===== config.mk =====
export PLATFORM = sky130hd
export DESIGN_NAME = multi_operand_adder_pipe_flat
export DESIGN_NICKNAME = d
export VERILOG_FILES = /design/src/rtl/multi_operand_adder_pipe_pkg.sv /design/src/rtl/multi_operand_adder_pipe_if.sv /design/src/rtl/multi_operand_adder_pipe_adder_tree.sv /design/src/rtl/multi_operand_adder_pipe.sv /design/src/flat_wrapper.sv
export SDC_FILE = /design/constraint.sdc
export NUM_CORES = 1
export LEC_CHECK = 0
export ABC_AREA = 1
export CAP_MARGIN = 10
export CORE_UTILIZATION = 50
export CTS_CLUSTER_SIZE = 16
export DETAILED_ROUTE_END_ITERATION = 8
export HOLD_SLACK_MARGIN = 0.12
export PLACE_DENSITY = 0.85
export SYNTH_ARGS = -nofsm -noshare
export SYNTH_HDL_FRONTEND = slang
export SYNTH_SLANG_ARGS = --single-unit

===== constraint.sdc =====
create_clock -name clk -period 2.4 [get_ports clk]
set_input_delay 0.24 -clock clk [delete_from_list [all_inputs] [get_ports clk]]
set_output_delay 0.24 -clock clk [all_outputs]
set_load 0.03 [all_outputs]

===== src/rtl/multi_operand_adder_pipe_pkg.sv =====
// Shared sizing helpers for the multi-operand adder family.
// Imported by the adder tree and the pipelined top level.
package adder_pkg;

    function automatic int clog2(input int value);
        int result;
        result = 0;
        while ((1 << result) < value) result++;
        return result;
    endfunction

    // Exact width of an unsigned sum of n_in operands of width bits.
    function automatic int sum_w(input int width, input int n_in);
        return width + clog2(n_in);
    endfunction

endpackage


===== src/rtl/multi_operand_adder_pipe_if.sv =====
// Operand/result handshake bundle for multi_operand_adder_pipe.
// The master side offers operands and consumes results; the slave side is the adder.
interface multi_operand_adder_pipe_if #(
    parameter int WIDTH = 8,
    parameter int N_IN  = 3
);
    logic [N_IN*WIDTH-1:0] in_bus;
    logic                  in_mode;
    logic                  in_valid;
    logic                  in_ready;
    logic [WIDTH-1:0]      out;
    logic                  out_ovf;
    logic                  out_valid;
    logic                  out_ready;

    modport master (
        output in_bus, in_mode, in_valid, out_ready,
        input  in_ready, out, out_ovf, out_valid
    );

    modport slave (
        input  in_bus, in_mode, in_valid, out_ready,
        output in_ready, out, out_ovf, out_valid
    );
endinterface


===== src/rtl/multi_operand_adder_pipe_adder_tree.sv =====
// Combinational sum of N_IN packed WIDTH-bit operands, exact at sum_w(WIDTH, N_IN) bits.
module adder_tree
    import adder_pkg::*;
#(
    parameter int WIDTH = 8,
    parameter int N_IN  = 3
) (
    input  logic [N_IN*WIDTH-1:0]            in_bus,
    output logic [sum_w(WIDTH, N_IN)-1:0]    sum
);
    localparam int SUM_W = sum_w(WIDTH, N_IN);

    // NOTE: blocking '=' is correct here: the loop chains partial sums within one evaluation.
    always_comb begin
        sum = '0;
        for (int k = 0; k < N_IN; k++) begin
            sum = sum + SUM_W'(in_bus[k*WIDTH +: WIDTH]);
        end
    end
endmodule


===== src/rtl/multi_operand_adder_pipe.sv =====
// Two-stage pipelined multi-operand adder with load/accumulate and valid/ready on both sides.
// Define ADDER_SAT_EN to clamp results at 2^WIDTH-1 instead of wrapping.
module multi_operand_adder_pipe
    import adder_pkg::*;
#(
    parameter int WIDTH = 8,
    parameter int N_IN  = 3
) (
    input  logic                       clk,
    input  logic                       rst,
    multi_operand_adder_pipe_if.slave  bus
);
    localparam int                SUM_W   = sum_w(WIDTH, N_IN);
    localparam int                FULL_W  = SUM_W + 1;
    localparam logic [FULL_W-1:0] MAX_VAL = FULL_W'({WIDTH{1'b1}});

    logic [SUM_W-1:0]  tree_sum;
    logic [SUM_W-1:0]  s1_sum;
    logic              s1_mode;
    logic              s1_valid;
    logic [WIDTH-1:0]  acc;
    logic [FULL_W-1:0] full;
    logic [WIDTH-1:0]  fit_val;
    logic              ovf;
    logic              s1_en;
    logic              s2_en;

    adder_tree #(.WIDTH(WIDTH), .N_IN(N_IN)) u_tree (
        .in_bus (bus.in_bus),
        .sum    (tree_sum)
    );

    // S2 may drain in the same edge S1 refills, so no bubble at full throughput.
    assign s2_en        = !bus.out_valid || bus.out_ready;
    assign s1_en        = !s1_valid || s2_en;
    assign bus.in_ready = s1_en && !rst;

    always_comb begin
        full = s1_mode ? FULL_W'(acc) + FULL_W'(s1_sum) : FULL_W'(s1_sum);
        ovf  = full > MAX_VAL;
`ifdef ADDER_SAT_EN
        fit_val = ovf ? {WIDTH{1'b1}} : full[WIDTH-1:0];
`else
        fit_val = full[WIDTH-1:0];
`endif
    end

    // NOTE: every register, datapath included, is reset so a mid-run reset leaves no stale data visible.
    // NOTE: sequential state uses '<=' so S1 and S2 both see pre-edge values when they advance together.
    always_ff @(posedge clk or posedge rst) begin
        if (rst) begin
            s1_sum        <= '0;
            s1_mode       <= 1'b0;
            s1_valid      <= 1'b0;
            acc           <= '0;
            bus.out       <= '0;
            bus.out_ovf   <= 1'b0;
            bus.out_valid <= 1'b0;
        end else begin
            if (s1_en) begin
                s1_valid <= bus.in_valid;
                if (bus.in_valid) begin
                    s1_sum  <= tree_sum;
                    s1_mode <= bus.in_mode;
                end
            end
            if (s2_en) begin
                bus.out_valid <= s1_valid;
                // acc advances only as a transaction enters S2, keeping it equal to the last result.
                if (s1_valid) begin
                    bus.out     <= fit_val;
                    bus.out_ovf <= ovf;
                    acc         <= fit_val;
                end
            end
        end
    end
endmodule


===== src/flat_wrapper.sv =====
// flat-port wrapper written by rule: the top's interface ports become plain ports
module multi_operand_adder_pipe_flat import adder_pkg::*;
#(
    parameter int WIDTH = 8,
    parameter int N_IN  = 3
)
  (clk, rst, bus_in_bus, bus_in_mode, bus_in_valid, bus_out_ready, bus_in_ready, bus_out, bus_out_ovf, bus_out_valid);
  multi_operand_adder_pipe_if #(.WIDTH(WIDTH), .N_IN(N_IN)) bus_i ();
  input  logic clk;
  input  logic rst;
  input wire logic [$bits(bus_i.in_bus)-1:0] bus_in_bus;
  input wire logic [$bits(bus_i.in_mode)-1:0] bus_in_mode;
  input wire logic [$bits(bus_i.in_valid)-1:0] bus_in_valid;
  input wire logic [$bits(bus_i.out_ready)-1:0] bus_out_ready;
  output wire logic [$bits(bus_i.in_ready)-1:0] bus_in_ready;
  output wire logic [$bits(bus_i.out)-1:0] bus_out;
  output wire logic [$bits(bus_i.out_ovf)-1:0] bus_out_ovf;
  output wire logic [$bits(bus_i.out_valid)-1:0] bus_out_valid;
  assign bus_i.in_bus = bus_in_bus;
  assign bus_i.in_mode = bus_in_mode;
  assign bus_i.in_valid = bus_in_valid;
  assign bus_i.out_ready = bus_out_ready;
  assign bus_in_ready = bus_i.in_ready;
  assign bus_out = bus_i.out;
  assign bus_out_ovf = bus_i.out_ovf;
  assign bus_out_valid = bus_i.out_valid;
  multi_operand_adder_pipe #(.WIDTH(WIDTH), .N_IN(N_IN)) u_core (.clk(clk), .rst(rst), .bus(bus_i));
endmodule

Word-level counts from Yosys, hierarchy flattened --
Index checks and enable logic that the tools add are counted. Widths: inputs -> output; s select.
Word-level totals: logic and storage cells 19, output and inout bits 11, bits of input ports 29, register bits after elaboration 22
Operators by class: mux-type cells 1, $add $sub $neg 3, magnitude comparators 1, reduce and logical (&&, ||, !) cells 8
Operator list (count):
- $add 8x10->11 | 1
- $gt 11x8->1 const B | 1
- $mux 11 | 1
- $add 9x8->10 | 1
- $add 8x8->9 | 1
- $reduce_and 2->1 | 2
- $logic_not 1->1 | 3
- $logic_or 1x1->1 | 2
- $logic_and 1x1->1 | 1

Longest topological paths before layout --
depth in word-level cells 4, mapped depth 13

Modules after synthesis --
Synthesis repeated with hierarchy kept, for this count alone.
Unflattened totals: cell total of the unflattened synthesis 252, area, all modules 1893.1 sq um
Modules (own cells, without submodules):
- multi_operand_adder_pipe | area each 1335.0 sq um, cells an instance 179, instances 1
- adder_tree | area each 558.0 sq um, cells an instance 73, instances 1

Worst setup path before layout --
OpenSTA, ideal clock, no wires.
kind input-to-reg, from in bus_in_bus[1], to reg u_core.s1_sum[7], path slack 0.460 ns, arrival 1.814 ns, stages 10, required time 2.274 ns, cell sequence fa_1 ha_1 inv_1 fa_1 inv_1 nand4_1 o211ai_1 nand2_1 nand2_1 o22ai_1
Between the ends: cells in the longest elaborated chain, start to end 2
RTL lines:
- start: declaration | RTL line flat_wrapper.sv:11 | input wire logic [$bits(bus_i.in_bus)-1:0] bus_in_bus;
- $add 8x8->9 | RTL line multi_operand_adder_pipe_adder_tree.sv:17 | sum = sum + SUM_W'(in_bus[k*WIDTH +: WIDTH]);
- $add 9x8->10 | RTL line multi_operand_adder_pipe_adder_tree.sv:17
- end signal: assignment | RTL line multi_operand_adder_pipe.sv:63 | s1_sum <= tree_sum;
- end: declaration | RTL line multi_operand_adder_pipe.sv:18 | logic [SUM_W-1:0] s1_sum;
No other way between the ends. A chain may end at the register's enable or synchronous reset.

Final worst setup path --
Ends and elaborated chain as after synthesis.

==> metrics.md <==
| Metric | Value |
|---|---|
| Vias in the first global route | 1707 |
| DP HPWL | ~3.2 mm |
| Synth area leader | dfrtp_1 |
| Pin count of the biggest net entering global routing | 23 |
| Placed inst area | about 2300 um2 |
| Leak pwr | roughly 1.2 nW |
| Die ar. | between 3000 and 4000 um2 |
| WP data arrival | 2360 ps |
| Slowest stage delay, CP | ~540 ps |
| Critical path class | in -> reg |
| Post-CTS Setup Inserts | 0 |
| Hold slack | roughly 350 ps |
| Die W | 62.7 um |
| Core Rows | 21 |
| Max Cap Viol | 0 |
| Share of cells above drive strength 1 | 0.0479 |
| CP endpoint | u_core.s1_sum[7] |
| Distinct cell type count after synthesis | 26 |
| Reg-to-Reg Start | u_core.s1_sum[0] |
| Unrepaired setup endpoints after global routing | no |
| Global route overflow | 0 |
| Via count | around 1800 |
| VDD IR max | 357 uV |
| Worst-Skew Late Latency | roughly 260 ps |
| Startpoint Class | input port |
| Setup Skew | between 1.5 and 2 ps |
| CTS sink cnt | 22 |
| Max_slew headroom | 0.642 |
| Clk slew on worst S/H paths | approximately 80 ps |
| Cell count along the critical path | 11 |
| Syn Inst Count | 249 |
| Area growth from synthesis to layout | 27.9% |
| Drt first-iter violations | 90 |
| Ys async rst share | 1.00 |
| Setup-failing EPs final | 0 |
| Setup crit end kind | flip-flop |
| Critical path cell sequence | clkdlybuf4s50_1, fa_1, ha_1, inv_1, fa_1, inv_1, nand4_1, o211ai_1, nand2_1, nand2_1, o22ai_1 |
| Die H | 62.7 um |
| DRC violations left | 0 |
| DR WL/cell | roughly 12 um |
| Commonest non-fill, non-tap cell in the layout | nand2_1 |
| Io pins | 40 |
| Fill count | around 300 |
| CORE AREA | roughly 3400 um2 |
| Hold-fix buffer count after cts | 0 |
| Final Critical Period | roughly 2200 ps |
| Highest clock rate | around 0.45 GHz |
| CTS Buf Count | 3 |
| Top_reg_cell synth | dfrtp_1 |
| Util after Layout | 0.684 |
| FF-to-FF End | u_core.bus.out_ovf |
| Tcrit/Tclk final | 0.923 |
| DRT Wirelength | about 3.9 mm |
| Synth Register Bits | 22 |
| Slowest cell on crit path | fa_1 |
| Root Driver | clkbuf_8 |
| DR vias/cell | roughly 5.3 |
| Yosys warns | 0 |
| Nets | ~350 |
| Hold crit path type | in -> async |
| Worst EP required | 2550 ps |
| Global-route wire length before repair | around 7.1 mm |
| Synth top area cells | dfrtp_1 30%, nand2_1 14%, fa_1 11%, ha_1 10%, inv_1 6.7% |
| Fin. max-slew vios | 0 |
| Yosys top cell area share | 0.299 |
| H-tree depth | 1 |
| Syn avg cell area | between 7 and 8 um2 |
| Pre-Repair DR Iteration Count | 4 |
| Reg2reg path depth | 13 |
| Fin. Hold Viols | 0 |
| Post-cts resize count | 0 |
| Commonest non-fill, non-tap cells in the layout | 69 x nand2_1, 39 x clkdlybuf4s50_1, 33 x inv_1 |
| Actual slew at the worst max-slew pin | roughly 540 ps |
| Area of the mapped netlist | about 1800 um2 |
| Buf+Inv Stages, Crit Path | 3 |
| N_diodes | 0 |
| Post-route cell area | approximately 2400 um2 |
| Status | complete, no violations |
| Post-synthesis sequential area ratio | 0.299 |
| Post-synth EDFFs | 0 |
| Pwr dens | approximately 1000 nW/um2 |
| Delay-heaviest family, CP | adder cells |
| CTS tree | built |
| Net Count, Synth | around 300 |
| Crit. Startpoint | bus_in_bus[1] |
| Clock Path Buffers | 2 |
| RePlAce Congestion | between 0.8 and 0.9 |
| DRT antenna net count | 0 |
| IO buf count | 39 |
| Crit path max fanout | 3 |
| Total GRT Usage | 0.223 |
| Flop2flop setup slack | slightly below 400 ps |
| Initial antenna violation count | 0 |
| Initial Util | 0.535 |
-- where the power goes --
part	switching, mW	internal, mW
Combinational	0.903	0.613
Sequential	0.122	0.503
Clock	0.120	0.146
Total	1.15	1.26
-- logic make-up (layout without fill, tap and decap cells) --
group	count (synthesis)	count (layout)	share of synthesized area
AO/OA/AOI/OAI	41	41	0.124
XOR/XNOR	2	2	0.00951
adder cells (fa/ha/maj)	25	25	0.211
buffers and inverters	40	83	0.0870
flip-flops	22	22	0.299
AND/OR/NAND/NOR	119	119	0.270
-- worst min-delay path by stage --
stage	to	slack (ps)	start
global placement	u_core.bus.out_ovf	490	u_core.bus.out_ovf
CTS	u_core.s1_sum[3]	350	rst
floorplan	u_core.acc[0]	240	rst
global route	u_core.s1_sum[6]	390	rst
detailed placement	u_core.bus.out_ovf	500	u_core.bus.out_ovf
finish	u_core.acc[3]	350	rst
-- sequential cells by signal (all words and copies together), names as in the netlist --
| signal | count |
|---|---|
| u_core.s1_valid | 1 |
| u_core.bus.out_ovf | 1 |
| u_core.s1_mode | 1 |
| u_core.s1_sum | 10 |
| u_core.bus.out_valid | 1 |
| u_core.acc | 8 |
-- metrics by stage --
step | setup slack [ps] | instances | TNS (ps) | total power, mW
2_1_floorplan | 460 | 249 | 0 | 1.70
3_3_place_gp | -49.3 | 334 | -71.2 | 2.09
3_5_place_dp | -120 | 334 | -226 | 2.13
4_1_cts | 173 | 338 | 0 | 2.41
5_1_grt | 46.1 | 338 | 0 | 2.64
6_report | 184 | 338 | 0 | 2.41
-- routing by layer --
metal | track usage | wire, um | vias to the layer above
li1 | - | - | 899
met1 | 0.263 | 1710 | 832
met2 | 0.416 | 2040 | 47
met3 | 0.0310 | 128 | 5
met4 | 0.0610 | 34 | 0
met5 | 0 | 0 | -
-- synthesized netlist by cell type (2+ instances only) --
cell	count
nand2_1	69
inv_1	33
dfrtp_1	22
nor2_1	20
nand3_1	19
a21oi_1	15
ha_1	15
o21ai_1	11
fa_1	10
nand4_1	6
buf_2	4
o21ai_0	4
a31oi_1	3
inv_2	2
o211ai_1	2
o22ai_1	2
or2_1	2
xnor2_1	2
-- tightest hold or removal path: cells and delay by family --
| kind | cells | cell delay, ps |
|---|---|---|
| buf+inv | 3 | 760 |
-- area by class of cell --
class | count | area, um2 | area share
well taps | 46 | 57.6 | 0.0244
inverters | 36 | 140 | 0.0595
multi-input cells | 187 | 1130 | 0.480
flip-flops and latches | 22 | 551 | 0.234
repair buffers | 43 | 420 | 0.179
clock buffers | 4 | 55.1 | 0.0234
(Power assumes the default switching activity.)
